$ cat config.mk
export PLATFORM = sky130hd
export DESIGN_NAME = fetch_stage
export DESIGN_NICKNAME = d
export VERILOG_FILES = /design/src/rtl/mips_pkg.sv /design/src/rtl/ifid_reg.sv /design/src/rtl/fetch_stage.sv
export SDC_FILE = /design/constraint.sdc
export NUM_CORES = 1
export LEC_CHECK = 0
export ABC_AREA = 0
export BUFFER_PORTS_ARGS = -buffer_cell sky130_fd_sc_hd__buf_4
export CORE_ASPECT_RATIO = 0.5
export CORE_MARGIN = 2
export CORE_UTILIZATION = 45
export DETAILED_ROUTE_END_ITERATION = 10
export PLACE_DENSITY_LB_ADDON = 0.08
export RECOVER_POWER = 100
export SYNTH_ARGS = -nofsm -noshare
export SYNTH_HDL_FRONTEND = slang
export SYNTH_HIERARCHICAL = 1
export SYNTH_SLANG_ARGS = --single-unit
$ cat constraint.sdc
create_clock -name clk -period 2.6 [get_ports clk]
set_clock_uncertainty 0.05 [all_clocks]
set_input_delay 0.13 -clock clk [delete_from_list [all_inputs] [get_ports clk]]
set_output_delay 0.13 -clock clk [all_outputs]
set_load 0.02 [all_outputs]
$ cat src/rtl/mips_pkg.sv
// Shared constants and types for the 5-stage MIPS core front end.
package mips_pkg;

  localparam int unsigned PC_W = 32;

  localparam logic [PC_W-1:0] DEFAULT_RESET_PC  = 32'h0000_0000;
  localparam logic [31:0]     DEFAULT_NOP_INSTR = 32'h0000_0000;

  typedef enum logic {
    RUN    = 1'b0,
    SQUASH = 1'b1
  } fetch_state_t;

endpackage

$ cat src/rtl/ifid_reg.sv
// IF/ID pipeline register: clear (flush) beats enable; bubble injects a NOP but keeps pcplus4.
module ifid_reg
  import mips_pkg::*;
#(
  parameter logic [31:0] NOP_INSTR = DEFAULT_NOP_INSTR
) (
  input  logic            clk,
  input  logic            reset,
  input  logic            en,
  input  logic            clear,
  input  logic            bubble,
  input  logic [31:0]     instr_in,
  input  logic [PC_W-1:0] pcplus4_in,
  output logic [31:0]     instr,
  output logic [PC_W-1:0] pcplus4,
  output logic            valid
);

  always_ff @(posedge clk) begin
    if (reset || clear) begin
      instr   <= NOP_INSTR;
      pcplus4 <= '0;
      valid   <= 1'b0;
    end else if (en) begin
      if (bubble) begin
        instr <= NOP_INSTR;
        valid <= 1'b0;
      end else begin
        instr   <= instr_in;
        pcplus4 <= pcplus4_in;
        valid   <= 1'b1;
      end
    end
  end

endmodule

$ cat src/rtl/fetch_stage.sv
// Instruction fetch stage: owns the PC, issues imem requests, and feeds the IF/ID register.
module fetch_stage
  import mips_pkg::*;
#(
  parameter logic [PC_W-1:0] RESET_PC  = DEFAULT_RESET_PC,
  parameter logic [31:0]     NOP_INSTR = DEFAULT_NOP_INSTR
) (
  input  logic            clk,
  input  logic            reset,
  input  logic            stallF,
  input  logic            stallD,
  input  logic            pcsrcD,
  input  logic [PC_W-1:0] pcbranchD,
  input  logic            jumpD,
  input  logic            jrD,
  input  logic [PC_W-1:0] srcaD,
  output logic [PC_W-1:0] imem_addr,
  output logic            imem_req,
  input  logic [31:0]     imem_rdata,
  input  logic            imem_ready,
  output logic [PC_W-1:0] pcF,
  output logic [31:0]     instrD,
  output logic [PC_W-1:0] pcplus4D,
  output logic            validD,
  output logic            imem_busy
);

  fetch_state_t    state, state_next;
  logic [PC_W-1:0] pend_pc, pend_next;
  logic [PC_W-1:0] pc_next;
  logic [PC_W-1:0] pcplus4F;
  logic [PC_W-1:0] target;
  logic            redirect;
  logic            ifid_clear;
  logic            ifid_bubble;

  assign pcplus4F  = pcF + 32'd4;
  assign redirect  = ~stallD & (jrD | jumpD | pcsrcD);
  assign imem_req  = ~reset;
  assign imem_addr = pcF;
  assign imem_busy = imem_req & ~imem_ready;

  always_comb begin
    if (jrD)
      target = srcaD;
    else if (jumpD)
      target = {pcplus4D[31:28], instrD[25:0], 2'b00};
    else
      target = pcbranchD;
  end

  always_comb begin
    state_next  = state;
    pc_next     = pcF;
    pend_next   = pend_pc;
    ifid_clear  = 1'b0;
    ifid_bubble = 1'b0;
    unique case (state)
      RUN: begin
        ifid_clear  = redirect;
        ifid_bubble = ~imem_ready;
        if (imem_ready) begin
          if (redirect)
            pc_next = target;
          else if (!stallF)
            pc_next = pcplus4F;
        end else if (redirect) begin
          pend_next  = target;
          state_next = SQUASH;
        end
      end
      SQUASH: begin
        // The in-flight word belongs to the wrong path; a redirect arriving
        // in the completion cycle must still win over the older pending one.
        ifid_bubble = 1'b1;
        if (redirect)
          pend_next = target;
        if (imem_ready) begin
          pc_next    = redirect ? target : pend_pc;
          state_next = RUN;
        end
      end
      default: state_next = RUN;
    endcase
  end

  always_ff @(posedge clk) begin
    if (reset) begin
      state   <= RUN;
      pcF     <= RESET_PC;
      pend_pc <= '0;
    end else begin
      state   <= state_next;
      pcF     <= pc_next;
      pend_pc <= pend_next;
    end
  end

  ifid_reg #(
    .NOP_INSTR(NOP_INSTR)
  ) u_ifid (
    .clk       (clk),
    .reset     (reset),
    .en        (~stallD),
    .clear     (ifid_clear),
    .bubble    (ifid_bubble),
    .instr_in  (imem_rdata),
    .pcplus4_in(pcplus4F),
    .instr     (instrD),
    .pcplus4   (pcplus4D),
    .valid     (validD)
  );

endmodule

==> results of run 1 <==
==> final cells by class <==
type,instances,share of cell area [%]
Multi-Input combinational cell,655,41.6
Sequential cell,130,28.2
Timing Repair Buffer,294,19.3
Clock buffer,20,5.06
Tap cell,204,2.77
Clock inverter,12,2.19
Inverter,19,0.774
==> cell usage in the layout (no fill, tap or decap), types with 6 or more instances in the layout <==
master,instances
nand2b_1,7
nand3_1,18
nor4_1,6
clkbuf_16,17
buf_4,126
or4_1,6
o21ai_0,25
xor2_1,6
dfxtp_1,130
mux2i_1,36
xnor2_1,22
inv_1,18
o32ai_1,13
nor3_1,11
and3_1,10
nand4_1,9
dlygate4sd3_1,32
and4_1,7
nor2b_1,19
and2b_1,15
a21oi_1,126
mux2_2,21
nand2_1,134
nor2_1,97
clkbuf_1,133
==> logic make-up (layout without fill, tap and decap cells) <==
group                    after synthesis  after routing
XOR/XNOR                              28             28
AO/OA/AOI/OAI                        219            219
flip-flops                           130            130
buffers and inverters                122            345
AND/OR/NAND/NOR                      350            350
multiplexers                          57             57
adder cells (fa/ha/maj)                1              1
==> metrics by stage <==
| stage | utilization (%) | area [um2] | cells | setup slack (ps) |
|---|---|---|---|---|
| 6_report | 59.8 | 9220 | 1334 | 127 |
| 5_1_grt | 59.8 | 9220 | 1334 | 42.4 |
| 3_5_place_dp | 56.8 | 8760 | 1270 | 253 |
| 2_1_floorplan | - | 7100 | 907 | 361 |
| 4_1_cts | 63.2 | 9750 | 1334 | 232 |
| 3_3_place_gp | 56.8 | 8760 | 1270 | 346 |
==> power breakdown <==
group          internal [W]  switching (W)
Sequential          0.00207      0.0000911
Clock               0.00178       0.000961
Combinational      0.000364       0.000561
==> worst max-delay path by stage <==
| stage | to | cells after the start |
|---|---|---|
| after global routing | u_ifid/instr[27] | 4 |
| after CTS | imem_addr[19] | 6 |
| after floorplan | u_ifid/pcplus4[31] | 7 |
| after global placement | u_ifid/pcplus4[31] | 6 |
| after detailed placement | imem_addr[19] | 6 |
| final | u_ifid/instr[31] | 4 |
==> routing by layer <==
layer	GRT usage (%)	vias to the layer above	share of wire, %
li1	-	3538	-
met1	44.9	3494	49
met2	41.4	381	40
met3	7.75	25	10
met4	6.84	0	1.0
met5	0	-	0
==> state kept, by name, indices dropped and copies added, names as in the netlist <==
name            flops
u_ifid/pcplus4     32
u_ifid/valid        1
u_ifid/instr       32
imem_addr          32
pend_pc            32
state               1
==> what timing repair did <==
action                    in CTS  in global routing
setup buffers                  0                  0
hold buffers                  32                  0
hold endpoints to repair      32                  0
==> results.md, run 1 <==
* Synth Area in Simple Gates at 23.4%
* Post-Synth Adder-Cell Area at 0.176%
* R2R Path End: u_ifid/instr[31]
* Post-Route WL at 25300 um
* Clock Pin Slew Worst Setup and Hold Paths at 60 ps
* ANT nets after route at 0
* Post-synthesis mux area share at 8.40%
* Worst R2R Setup Slack at 130 ps
* CP required at 2840 ps
* Vias at 7438
* CP arrival at 2720 ps
* Largest family of logic cells by synthesized area: simple AND/OR/NAND/NOR gates
* Worst setup EP type: flop
* Crit path top cell by count: nor2_1
* Async set or reset register ratio after synthesis at 0%
* HPWL reported at the end of detailed placement at 17900 um
* Final setup fails at 0
* Peak VDD IR at 0.496 mV
* #FFs+latches synth at 130
* Max-Cap Viols at 0
* Buf+Inv Stages, Crit Path at 1
* Final Cycle Share at 95.1%
* Hold path depth at 2
* Initial DRT Pass Iterations at 8
* Synth Instances at 907
* Library cells used by synthesis at 61
* Crit path max fanout at 34
* Reg2reg start: state
* Flip-flop and latch area at 0.00260 mm2
* Final RePlAce weighted congestion at 0.899
* Filler cells at 1535
* Vias in the first global route at 6809
* CP cell instances: nor2_1 -> or2_1 -> clkbuf_4 -> nor2_1
* Post-synth EDFFs at 0
* Syn Area/Cell at 7.83 um2
* Area leader, netlist: dfxtp_1
* GRT Total Usage at 29.7%
* Synthesis Warnings at 6
* Worst R2R Path Depth at 4
* Critical Path Start: state
* Total CTS buffers at 17
* Avg WL per Cell at 18.9 um
* RSZ-0062 raised after global routing: no
* Pwr Density at 632 mW/mm2
* H-tree Lvls at 4
* Hold Crit Start: imem_ready
* Tmin final at 2470 ps
* Compound-cell area share of the yosys netlist at 18.7%
* Leak pwr at 3.63 nW
* Ant. Diodes at 0
* Top-count cell post-synth: nand2_1
* Layout cells sized above 1 at 16.6%
* Die Area at 0.0169 mm2
* Initial Util at 46.1%
* Post-synth top area share at 36.6%
* Vias per Instance at 5.58
* Max Clk Rate at 0.404 GHz
* PostCTS Resize Cnt at 0
* DR iter-0 viols at 654
* Clock sink count at 130
* Initial antenna violation count at 0
* I/O Buffers at 234
* Placeable Area at 0.0154 mm2
* Syn Nets at 1012
* Worst path slowest cell: or2_1
* Crit-path max cell delay at 960 ps
* Register area share after synthesis at 36.6%
* Xor and xnor area share after synthesis at 3.45%
* Mapped Area at 0.00710 mm2
* Total grt overflow at 0
* Synth top cells by count: nand2_1 (134), dfxtp_1 (130), a21oi_1 (126)
* Crit path kind: flop to flop
* CTS Buffer Depth at 2
* Setup TNS at 0 ps
* Total Power at 0.00583 W
* Final nets at 1222
* Max Slew Vio Count at 0
* Multi-input logic area at 0.00384 mm2
* HP Class: input port to flop
* Type of origin of the critical path: flop
* WHS Endpoint: state
* CTS tree: done
* Die width at 182 um
* Hold Fails Final Rpt at 0
* Area delta synth->final at 29.8%
* Status: completed
* Row cnt at 32
* # IOs at 235
* Largest net degree at the start of global routing at 52
* Hold WS at 42.4 ps
* First-pass GRT wire length at 38800 um
* Least-Margin Pin Slew at 1290 ps
* Worst skew pair latency at 420 ps
* Top cells by area, synth: dfxtp_1 (37%), a21oi_1 (8.9%), nand2_1 (7.1%), nor2_1 (5.1%), mux2i_1 (5.1%)
* CP top delay family: simple AND/OR/NAND/NOR gates
* Clock root buffer: clkbuf_16
* DR DRC count at 0
* Synth Flop Type: dfxtp_1
* Slew headroom at 13.7%
* Die Y at 92.8 um
(Power assumes the default switching activity.)
==> run 2, diff against run 1 <==
--- a/config.mk
+++ b/config.mk
@@ -9,9 +9,9 @@
 export BUFFER_PORTS_ARGS = -buffer_cell sky130_fd_sc_hd__buf_4
 export CORE_ASPECT_RATIO = 0.5
 export CORE_MARGIN = 2
-export CORE_UTILIZATION = 45
+export CORE_UTILIZATION = 51
 export DETAILED_ROUTE_END_ITERATION = 10
-export PLACE_DENSITY_LB_ADDON = 0.08
+export PLACE_DENSITY = 0.8
 export RECOVER_POWER = 100
 export SYNTH_ARGS = -nofsm -noshare
 export SYNTH_HDL_FRONTEND = slang
==> run 2 against run 1 <==
Compared with the run above:
- sequential share of layout area increased by 0.18 points
- clock-buffer cell count shrank 2
- routed wire length decreased by 1.3%
- first-iteration DRC count rose by 37%
- hold slack worse by 1.3 ps
- core utilization grew 7.6 points
- clock power shrank 9.5%
- power is 4.2% lower
- sequential cell count unchanged
==> results.md, run 2 (synthesized netlist as in run 1, its figures left out) <==
* Row cnt at 30
* Clock root buffer: clkbuf_16
* Leak pwr at 3.62 nW
* CP cell instances: clkbuf_2 -> clkbuf_1 -> or2_2 -> buf_2 -> nor2_1
* # IOs at 235
* Setup TNS at 0 ps
* Clock Pin Slew Worst Setup and Hold Paths at 60 ps
* Max Slew Vio Count at 0
* Avg WL per Cell at 18.8 um
* RSZ-0062 raised after global routing: no
* Max Clk Rate at 0.413 GHz
* Total grt overflow at 0
* Crit-path max cell delay at 910 ps
* Type of origin of the critical path: input port
* GRT Total Usage at 33.2%
* Hold Fails Final Rpt at 0
* Vias at 7562
* First-pass GRT wire length at 38300 um
* I/O Buffers at 234
* CTS Buffer Depth at 2
* Flip-flop and latch area at 0.00260 mm2
* Status: completed
* Placeable Area at 0.0136 mm2
* Buf+Inv Stages, Crit Path at 3
* Final RePlAce weighted congestion at 0.948
* CP arrival at 2640 ps
* Final setup fails at 0
* H-tree Lvls at 4
* Least-Margin Pin Slew at 1150 ps
* Die Y at 87.4 um
* Worst skew pair latency at 410 ps
* Final Cycle Share at 93.1%
* Levels on crit path at 5
* Crit path kind: input port to flop
* Slew headroom at 23.5%
* Clock sink count at 130
* Tmin final at 2420 ps
* Most common cell after layout, fill and taps aside: nand2_1
* Pwr Density at 609 mW/mm2
* Total Power at 0.00558 W
* Vias per Instance at 5.71
* Initial DRT Pass Iterations at 7
* DR DRC count at 0
* Post-Route WL at 24900 um
* CP top delay family: buffers and inverters
* Peak VDD IR at 0.449 mV
* Area delta synth->final at 29.0%
* DR iter-0 viols at 895
* Max-Cap Viols at 0
* HP Class: input port to flop
* Vias in the first global route at 6848
* CP required at 2820 ps
* Layout cells sized above 1 at 17.2%
* Final nets at 1225
* Worst R2R Path Depth at 6
* Ant. Diodes at 0
* Multi-input logic area at 0.00384 mm2
* Largest net degree at the start of global routing at 52
* Filler cells at 1255
* HPWL reported at the end of detailed placement at 17400 um
* Worst setup EP type: flop
* Initial antenna violation count at 0
* Initial Util at 52.3%
* Total CTS buffers at 17
* CTS tree: done
* Die Area at 0.0149 mm2
* Commonest cells after routing, fill and taps aside: nand2_1 (134), clkbuf_1 (133), dfxtp_1 (129)
* Buffers inserted by post-CTS timing repair at 0
* ANT nets after route at 0
* Hold path depth at 2
* Crit path max fanout at 36
* Die width at 171 um
* Worst path slowest cell: clkbuf_1
## run 2: cell count changes in the layout (fill, tap and decap cells not counted), moves of 2 or more
| cell | previous run | this run |
|---|---|---|
| clkinv_4 | 1 | 3 |
| bufinv_16 | 5 | 3 |
| inv_6 | 2 | 4 |
| clkbuf_2 | 2 | 6 |
| clkbuf_8 | 3 | 0 |
## run 2: cell type report
class / instances / area share (%)
clock buffers: 18 / 4.68
clock inverters: 14 / 1.95
inverters: 19 / 0.778
multi-input cells: 655 / 41.9
flip-flops and latches: 130 / 28.4
well taps: 192 / 2.62
repair buffers: 297 / 19.6
## run 2: worst register-to-register path: cells and delay by family (launching register included)
| kind | cells | cell delay, ps |
|---|---|---|
| AO/OA/AOI/OAI | 2 | 630 |
| AND/OR/NAND/NOR | 3 | 900 |
| adder cells (fa/ha/maj) | 1 | 270 |
| flip-flops | 1 | 440 |
## run 2: power breakdown
part / total [W] / switching (W) / internal, W / leakage (nW)
Sequential: 0.00215 / 0.0000858 / 0.00207 / 1.06
Combinational: 0.000936 / 0.000570 / 0.000366 / 2.27
Clock: 0.00249 / 0.000969 / 0.00152 / 0.288
Total: 0.00558 / 0.00162 / 0.00396 / 3.62
## run 2: worst paths after layout
check                    start                 to  slack, ps
min reg2reg  u_ifid/pcplus4[6]  u_ifid/pcplus4[6]        400
max reg2reg       imem_addr[3]      imem_addr[16]        190
min                 imem_ready       imem_addr[1]         40
max                      reset    u_ifid/instr[9]        180
## run 2: stage by stage
step | hold slack (ps) | worst slack [ps] | instances | instance area [um2] | util [%]
after floorplan | 216 | 361 | 907 | 7100 | -
after global placement | 299 | 304 | 1261 | 8750 | 64.4
after detailed placement | 310 | 234 | 1261 | 8750 | 64.4
after CTS | 19.1 | 188 | 1325 | 9680 | 71.2
after global routing | 48.8 | 28.7 | 1325 | 9160 | 67.4
final | 41.1 | 179 | 1325 | 9160 | 67.4
## run 2: routing by layer
layer / global-route usage (%) / part of all wire [%] / wire [um]
met2: 48.5 / 42 / 10600
met3: 8.59 / 12 / 3010
met1: 48.6 / 44 / 11100
met5: 0 / 0 / 0
met4: 7.70 / 1.2 / 287
## run 2: what timing repair did
action / 4_1_cts / 5_1_grt
gates resized for setup: 0 / 1
hold buffers: 32 / 0
setup endpoints to repair: 0 / 1
endpoints found under the hold margin: 32 / 0
==> run 3, diff against run 2 <==
--- a/config.mk
+++ b/config.mk
@@ -7,11 +7,15 @@
 export LEC_CHECK = 0
 export ABC_AREA = 0
 export BUFFER_PORTS_ARGS = -buffer_cell sky130_fd_sc_hd__buf_4
+export CELL_PAD_IN_SITES_DETAIL_PLACEMENT = 0
+export CELL_PAD_IN_SITES_GLOBAL_PLACEMENT = 2
 export CORE_ASPECT_RATIO = 0.5
 export CORE_MARGIN = 2
-export CORE_UTILIZATION = 51
+export CORE_UTILIZATION = 28
+export CTS_CLUSTER_DIAMETER = 50
 export DETAILED_ROUTE_END_ITERATION = 10
-export PLACE_DENSITY = 0.8
+export MAX_ROUTING_LAYER = met4
+export PLACE_DENSITY = 0.79
 export RECOVER_POWER = 100
 export SYNTH_ARGS = -nofsm -noshare
 export SYNTH_HDL_FRONTEND = slang
==> run 3 against run 2 <==
Compared with the run above:
- core utilization shrank 30 points
- global-route usage shrank 12 points
- sequential share of layout area shrank 0.71 points
- non-clock buffer count grew 8
- register-to-register slack gained 60 ps
- first-iteration DRC count shrank 33%
- final cell count grew 12%
- sequential cell count is the same
==> results.md, run 3 (synthesized netlist as in run 1, its figures left out) <==
* Initial DRT Pass Iterations at 5
* RSZ-0062 raised after global routing: no
* Max-Cap Viols at 0
* Final nets at 1233
* Sw Ratio at 29.6%
* Design Area, Final at 0.00939 mm2
* CP arrival at 2580 ps
* Layout cells sized above 1 at 17.4%
* Post-Route WL at 28200 um
* Hold WS at 53.3 ps
* Die Area at 0.0267 mm2
* Clock sink count at 130
* CP required at 2830 ps
* Vias per Instance at 4.92
* Tmin final at 2350 ps
* Most common cell after layout, fill and taps aside: buf_4
* I/O Buffers at 234
* Clock root buffer: clkbuf_16
* Setup TNS at 0 ps
* Buffers inserted by post-CTS timing repair at 0
* Vias at 7300
* P_sw at 0.00164 W
* Status: completed
* Largest net degree at the start of global routing at 64
* Commonest cells after routing, fill and taps aside: buf_4 (136), nand2_1 (134), clkbuf_1 (133)
* Area post-placement at 0.00903 mm2
* H-tree Lvls at 4
* Placeable Area at 0.0250 mm2
* Ant. Diodes at 0
* Row cnt at 41
* Least-Margin Pin Slew at 1320 ps
* Final setup fails at 0
* DR DRC count at 0
* PostCTS Resize Cnt at 0
* Total grt overflow at 0
* Max Slew Vio Count at 0
* Flop pwr share at 38.9%
* Pint at 0.00390 W
* CTS tree: done
* First-pass GRT wire length at 41700 um
* Avg WL per Cell at 19.0 um
* Max Clk Rate at 0.426 GHz
* Final Cycle Share at 90.4%
* DR iter-0 viols at 596
* Final RePlAce weighted congestion at 0.880
* Leak pwr at 3.65 nW
* Clock group share of total power at 43.7%
* HP Class: input port to flop
* Slew headroom at 11.8%
* Crit path kind: flop to flop
* Worst skew pair latency at 430 ps
* Worst setup EP type: flop
* Clock Pin Slew Worst Setup and Hold Paths at 60 ps
* Die width at 229 um
* Peak VDD IR at 0.363 mV
* Total Power at 0.00553 W
* Initial Util at 28.4%
* HPWL reported at the end of detailed placement at 21000 um
* Crit path max fanout at 9
* GRT Total Usage at 21.4%
* Hold Fails Final Rpt at 0
* Die Y at 117 um
* Vias in the first global route at 6678
* Combinational share of power at 17.4%
* Initial antenna violation count at 0
* Area delta synth->final at 32.3%
* Pwr Density at 589 mW/mm2
* ANT nets after route at 0
* Total CTS buffers at 17
* Type of origin of the critical path: flop
* CTS Buffer Depth at 2
* Post-CTS Hold Fix Bufs at 32
* # IOs at 235
-- run 3: power by group through the flow --
| stage | logic, W | clock network (W) | registers, W |
|---|---|---|---|
| after detailed placement | 0.000993 | 0 | 0.00220 |
| after global routing | 0.00105 | 0.00257 | 0.00216 |
| after global placement | 0.000991 | 0 | 0.00219 |
| after floorplan | 0.000529 | 0 | 0.00223 |
| final | 0.000961 | 0.00242 | 0.00215 |
| after CTS | 0.00103 | 0.00248 | 0.00215 |
-- run 3: per-layer routing --
metal  share of wire, %  track usage (%)  vias to the layer above
met5                  0                -                        -
met2                 40             28.3                      260
met4                1.1             5.06                        0
li1                   -                -                     3560
met3                6.5             5.18                       20
met1                 53             31.7                     3460
-- run 3: stage by stage --
stage	worst slack, ps	utilization [%]	cells
4_1_cts	272	39.7	1485
3_3_place_gp	336	36.1	1421
6_report	250	37.5	1485
2_1_floorplan	361	-	907
3_5_place_dp	293	36.1	1421
5_1_grt	39.9	37.5	1485
-- run 3: area by class of cell --
class | count | area (um2)
fill | 2762 | 15600
multi-input combinational | 655 | 3840
sequential | 130 | 2600
timing repair buffer | 305 | 1860
clock buffer | 19 | 453
tap | 344 | 430
clock inverter | 13 | 134
inverter | 19 | 71.3
-- run 3: critical path, cell delays in order, from the launching register on --
cell and delay, ps:
dfxtp_1 520, inv_1 260, o21ai_0 490, clkbuf_1 390
nor2_1 80, a221oi_1 260, o32ai_1 150
-- run 3: final timing paths --
check	cells after the start	start	to	slack [ps]
min	5	srcaD[29]	pend_pc[29]	50
min reg2reg	2	pend_pc[22]	pend_pc[22]	400
max	6	state	imem_addr[17]	250
max reg2reg	6	state	imem_addr[17]	250
